==> src/rtl/ram_arbiter.sv <==
// Purpose : shares one single-port audio RAM between the CPU and the DSP engine; DSP has fixed priority and a wait counter bounds CPU starvation.
// Latency : req to ack 1 cycle minimum, req to read_valid 2 cycles minimum; one RAM access issued per clock at most.
// Backpressure: requesters hold req until their ack pulse; a req seen during its own ack cycle is ignored.
//
// Ports:
//   clock, reset                    system clock, synchronous active-high reset
//   in_cpu_* / in_dsp_*             request, address, write data, write enable per requester
//   out_cpu_* / out_dsp_*           ack pulse, read data, read-valid pulse per requester
//   out_ram_*                       registered RAM address, write data, write strobe
//   in_ram_read                     RAM read data for the address currently on out_ram_address
module ram_arbiter #(
  parameter int ADDR_WIDTH   = 16,
  parameter int DATA_WIDTH   = 8,
  parameter int MAX_CPU_WAIT = 3
) (
  input  logic                  clock,
  input  logic                  reset,
  input  logic                  in_cpu_req,
  input  logic [ADDR_WIDTH-1:0] in_cpu_address,
  input  logic [DATA_WIDTH-1:0] in_cpu_write,
  input  logic                  in_cpu_write_enable,
  output logic                  out_cpu_ack,
  output logic [DATA_WIDTH-1:0] out_cpu_read,
  output logic                  out_cpu_read_valid,
  input  logic                  in_dsp_req,
  input  logic [ADDR_WIDTH-1:0] in_dsp_address,
  input  logic [DATA_WIDTH-1:0] in_dsp_write,
  input  logic                  in_dsp_write_enable,
  output logic                  out_dsp_ack,
  output logic [DATA_WIDTH-1:0] out_dsp_read,
  output logic                  out_dsp_read_valid,
  output logic [ADDR_WIDTH-1:0] out_ram_address,
  output logic [DATA_WIDTH-1:0] out_ram_write,
  output logic                  out_ram_write_enable,
  input  logic [DATA_WIDTH-1:0] in_ram_read
);

  localparam int WAIT_W = (MAX_CPU_WAIT < 2) ? 1 : $clog2(MAX_CPU_WAIT + 1);
  localparam logic [WAIT_W-1:0] WAIT_MAX = WAIT_W'(MAX_CPU_WAIT);

  logic              eff_cpu;
  logic              eff_dsp;
  logic              grant_cpu;
  logic              grant_dsp;
  logic [WAIT_W-1:0] cpu_wait;
  logic [WAIT_W-1:0] cpu_wait_nxt;
  // A read was issued to the RAM this cycle; its data is captured at the end of it.
  logic              cpu_rd_pend;
  logic              dsp_rd_pend;

  always_comb begin
    // Masking with the own ack forces a gap cycle, which is what lets the
    // other side in when both hold req continuously.
    eff_cpu   = in_cpu_req & ~out_cpu_ack;
    eff_dsp   = in_dsp_req & ~out_dsp_ack;
    grant_cpu = eff_cpu & (~eff_dsp | (cpu_wait == WAIT_MAX));
    grant_dsp = eff_dsp & ~grant_cpu;

    cpu_wait_nxt = cpu_wait;
    if (grant_cpu || !in_cpu_req) begin
      cpu_wait_nxt = '0;
    end else if (eff_cpu && eff_dsp && (cpu_wait != WAIT_MAX)) begin
      cpu_wait_nxt = cpu_wait + 1'b1;
    end
  end

  always_ff @(posedge clock) begin
    if (reset) begin
      cpu_wait             <= '0;
      out_cpu_ack          <= 1'b0;
      out_dsp_ack          <= 1'b0;
      out_ram_address      <= '0;
      out_ram_write        <= '0;
      out_ram_write_enable <= 1'b0;
      cpu_rd_pend          <= 1'b0;
      dsp_rd_pend          <= 1'b0;
      out_cpu_read         <= '0;
      out_cpu_read_valid   <= 1'b0;
      out_dsp_read         <= '0;
      out_dsp_read_valid   <= 1'b0;
    end else begin
      cpu_wait    <= cpu_wait_nxt;
      out_cpu_ack <= grant_cpu;
      out_dsp_ack <= grant_dsp;
      cpu_rd_pend <= grant_cpu & ~in_cpu_write_enable;
      dsp_rd_pend <= grant_dsp & ~in_dsp_write_enable;

      // Address and data hold when idle; only the write strobe drops.
      out_ram_write_enable <= 1'b0;
      if (grant_cpu) begin
        out_ram_address      <= in_cpu_address;
        out_ram_write        <= in_cpu_write;
        out_ram_write_enable <= in_cpu_write_enable;
      end else if (grant_dsp) begin
        out_ram_address      <= in_dsp_address;
        out_ram_write        <= in_dsp_write;
        out_ram_write_enable <= in_dsp_write_enable;
      end

      out_cpu_read_valid <= cpu_rd_pend;
      out_dsp_read_valid <= dsp_rd_pend;
      if (cpu_rd_pend) begin
        out_cpu_read <= in_ram_read;
      end
      if (dsp_rd_pend) begin
        out_dsp_read <= in_ram_read;
      end
    end
  end

endmodule

==> config.mk <==
export PLATFORM = sky130hd
export DESIGN_NAME = ram_arbiter
export DESIGN_NICKNAME = d
export VERILOG_FILES = /design/src/rtl/ram_arbiter.sv
export SDC_FILE = /design/constraint.sdc
export NUM_CORES = 1
export LEC_CHECK = 0
export ABC_AREA = 1
export CAP_MARGIN = 40
export CORE_ASPECT_RATIO = 1.75
export CORE_MARGIN = 1
export CORE_UTILIZATION = 36
export CTS_CLUSTER_DIAMETER = 150
export DETAILED_ROUTE_END_ITERATION = 10
export PLACE_DENSITY = 0.78
export SETUP_SLACK_MARGIN = 0.1
export SYNTH_ARGS = -nofsm -noshare
export SYNTH_HDL_FRONTEND = slang
export SYNTH_SLANG_ARGS = --single-unit
==> constraint.sdc <==
create_clock -name clock -period 1.4 [get_ports clock]
set_clock_uncertainty 0.2 [all_clocks]
set_input_delay 0.28 -clock clock [delete_from_list [all_inputs] [get_ports clock]]
set_output_delay 0.28 -clock clock [all_outputs]
set_load 0.01 [all_outputs]
==> results.yml <==
sta:
  maxSlewViolCount: 0
  fin_crit_sh: 1.07
  period_needed_ns: 1.49
  worst_slew_pin_slew_ns: 0.285
  max_freq_mhz: 670
  maxSlewHeadroom: 0.809
  worst_slack_ns: -0.0925
  setup_viol: 28
  hold_viol_final: 0
  rsz0062_at_grt: "true"
setup_path:
  worst_ep_required_time_ns: 1.40
  critical_path_class: "register to register"
  path_max_fanout: 7
  crit_path_end_kind: "register"
  cp_data_arrival_time_ns: 1.49
  startpoint_type: "register"
logic_synthesis:
  syn_avg_cell_area_um2: 6.84
  ys_ff_latch: 49
  yosys.cell_types.count: 21
  syn_area_um2: 2190
  async_flop_share: 0
  synth_top_area_share: 0.448
  ys_seq_area_frac: 0.448
  yosysTopAreaCell: "dfxtp_1"
  netlist_instances: 320
  synth_nets: 383
  ys_warn_count: 0
  synth_area_leaders: "dfxtp_1 (45%), nor2_1 (15%), o21ai_0 (8.2%)"
  synth_edf_count: 0
  synthFlopType: "dfxtp_1"
placed_design:
  dpl_worst_slack_ns: -0.412
  dpl.hpwl_um: 4910
  io_buffers: 106
  dpl.cell_count: 505
  gp_congestion: 0.728
power_and_ir_drop:
  p_int_mw: 2.54
  sw_frac_of_total: 0.270
  p_leak_nw: 1.78
  switchingPower_mw: 0.942
  p_comb_frac: 0.253
  power_mw: 3.48
  clockPowerShare: 0.302
  vdd_drop_max_uv: 572
  power_density_nw_per_um2: 934
  seqPwrFrac: 0.444
cts:
  numCtsBuffers: 5
  cts-root-buf: "clkbuf_8"
  hold_buffers: 0
  h-tree-depth: 2
  clk_latency_ns: 0.30
  cts.clk_slew.worst_paths_ns: 0.09
  cts.sinks: 49
  clk_path_buf_depth: 2
  cts_tree: "yes"
cells_and_area:
  fin_cells: 523
  nets: 507
  final_common_cell: "nor2_1"
  layout_common_cells: "nor2_1 (83), clkdlybuf4s50_1 (59), buf_2 (42)"
  diodes: 0
  drive_gt1_frac: 0.344
  area_growth_pct: 70.4
global_route:
  grt_usage: 0.210
  grt_max_degree: 30
  grt_pass1_vias: 2323
  antenna_found_initial: 0
  grt_pass1_wl_um: 10000
  grt-ovfl-total: 0
floorplanning:
  core-area_um2: 5880
  start_util: 0.372
  dieArea_um2: 6410
  die_h_um: 105
  die_w_um: 60.9
  num_io_pins: 107
  rows: 37
drt:
  vias: 2498
  drt-total-wl_um: 6880
  drtPass1Iterations: 4
  drcViolationCount: 0
  wl_per_cell_um: 13.2
  vias_per_cell: 4.78
  ant_nets: 0
  drt_iter0_markers: 64
run_status:
  status: "finished, violations left"
  violations: "setup timing"
job:
  maxCapViolCount: 0
worst_hold_path:
  hp-class: "input pin to register"
[final cells by class]
type	count	area, um^2
Clock inverter	2	37.5
Fill cell	521	2150
Sequential cell	49	1020
Timing Repair Buffer	136	1220
Tap cell	78	97.6
Clock buffer	6	82.6
Inverter	34	133
Multi-Input combinational cell	218	1130
[metal layers]
layer | vias up | global-route usage | routed length (um) | share of wire
li1 | 1263 | - | - | -
met1 | 1122 | 0.188 | 2390 | 0.35
met2 | 101 | 0.413 | 3900 | 0.57
met3 | 12 | 0.0569 | 460 | 0.067
met4 | 0 | 0.0698 | 132 | 0.019
met5 | - | 0 | 0 | 0
[timing repair]
item                                    CTS  global route
setup buffers                             5             1
endpoints found under the setup margin   78            47
gates resized for setup                 229            31
pin swaps                                 3            16
cloned                                    2             2
[logic make-up after synthesis]
logic type                 after synthesis  share of synthesized area
and+or+nand+nor                        149                      0.280
AOI/OAI and AO/OA                       68                      0.157
buffers and inverters                   53                      0.109
DFF                                     49                      0.448
adders and majority gates                1                    0.00572
[power groups by stage]
stage          registers, mW  logic (mW)  clock network, mW
6_report                1.55       0.883               1.05
3_5_place_dp            1.57       0.850                  0
2_1_floorplan           1.61       0.329                  0
5_1_grt                 1.56       0.965               1.13
3_3_place_gp            1.57       0.836                  0
4_1_cts                 1.55       0.823               1.08
[cells in the mapped netlist (2+ instances only)]
library cell,n
a21oi_1,26
buf_2,10
buf_6,3
clkbuf_1,4
clkinv_1,2
dfxtp_1,49
inv_1,30
inv_2,2
nand2_1,31
nand3_1,28
nor2_1,86
o21ai_0,36
o21ai_1,5
[sequential cells by signal (all words and copies together) (netlist names)]
| name | cells |
|---|---|
| out_dsp_read_valid | 1 |
| out_cpu_read_valid | 1 |
| out_ram_write_enable | 1 |
| dsp_rd_pend | 1 |
| out_cpu_ack | 1 |
| cpu_wait | 2 |
| out_cpu_read | 8 |
| cpu_rd_pend | 1 |
| out_ram_write | 8 |
| out_dsp_ack | 1 |
| out_ram_address | 16 |
| out_dsp_read | 8 |
[worst max-delay path, cell delays in order (launching register included)]
cell and delay (ns):
dfxtp_2 0.35, ha_4 0.16, inv_4 0.05, nand3_4 0.15
clkbuf_16 0.22, nand3_2 0.05, nand2_1 0.04, nor2_1 0.11
nor2_1 0.05
[path summary, 6_finish.rpt]
check	from	to	slack, ns	cells past startpoint
worst max-delay path	cpu_wait[0]	out_ram_address[12]	-0.09	8
worst min-delay path	in_cpu_req	cpu_wait[1]	0.27	3
worst max register to register	cpu_wait[0]	out_ram_address[12]	-0.09	8
worst min register to register	out_cpu_read[3]	out_cpu_read[3]	0.30	2
[metrics by stage]
stage / instance area (um^2) / util / hold WS, ns / setup TNS, ns
finish: 3730 / 0.634 / 0.274 / -1.79
global route: 3730 / 0.634 / 0.270 / -4.02
CTS: 3550 / 0.603 / 0.250 / -0.747
detailed placement: 3470 / 0.591 / 0.267 / -14.09
global placement: 3470 / 0.591 / 0.256 / -13.71
floorplan: 2230 / - / 0.152 / 0
Note: power is estimated with default switching activity, not from simulation.
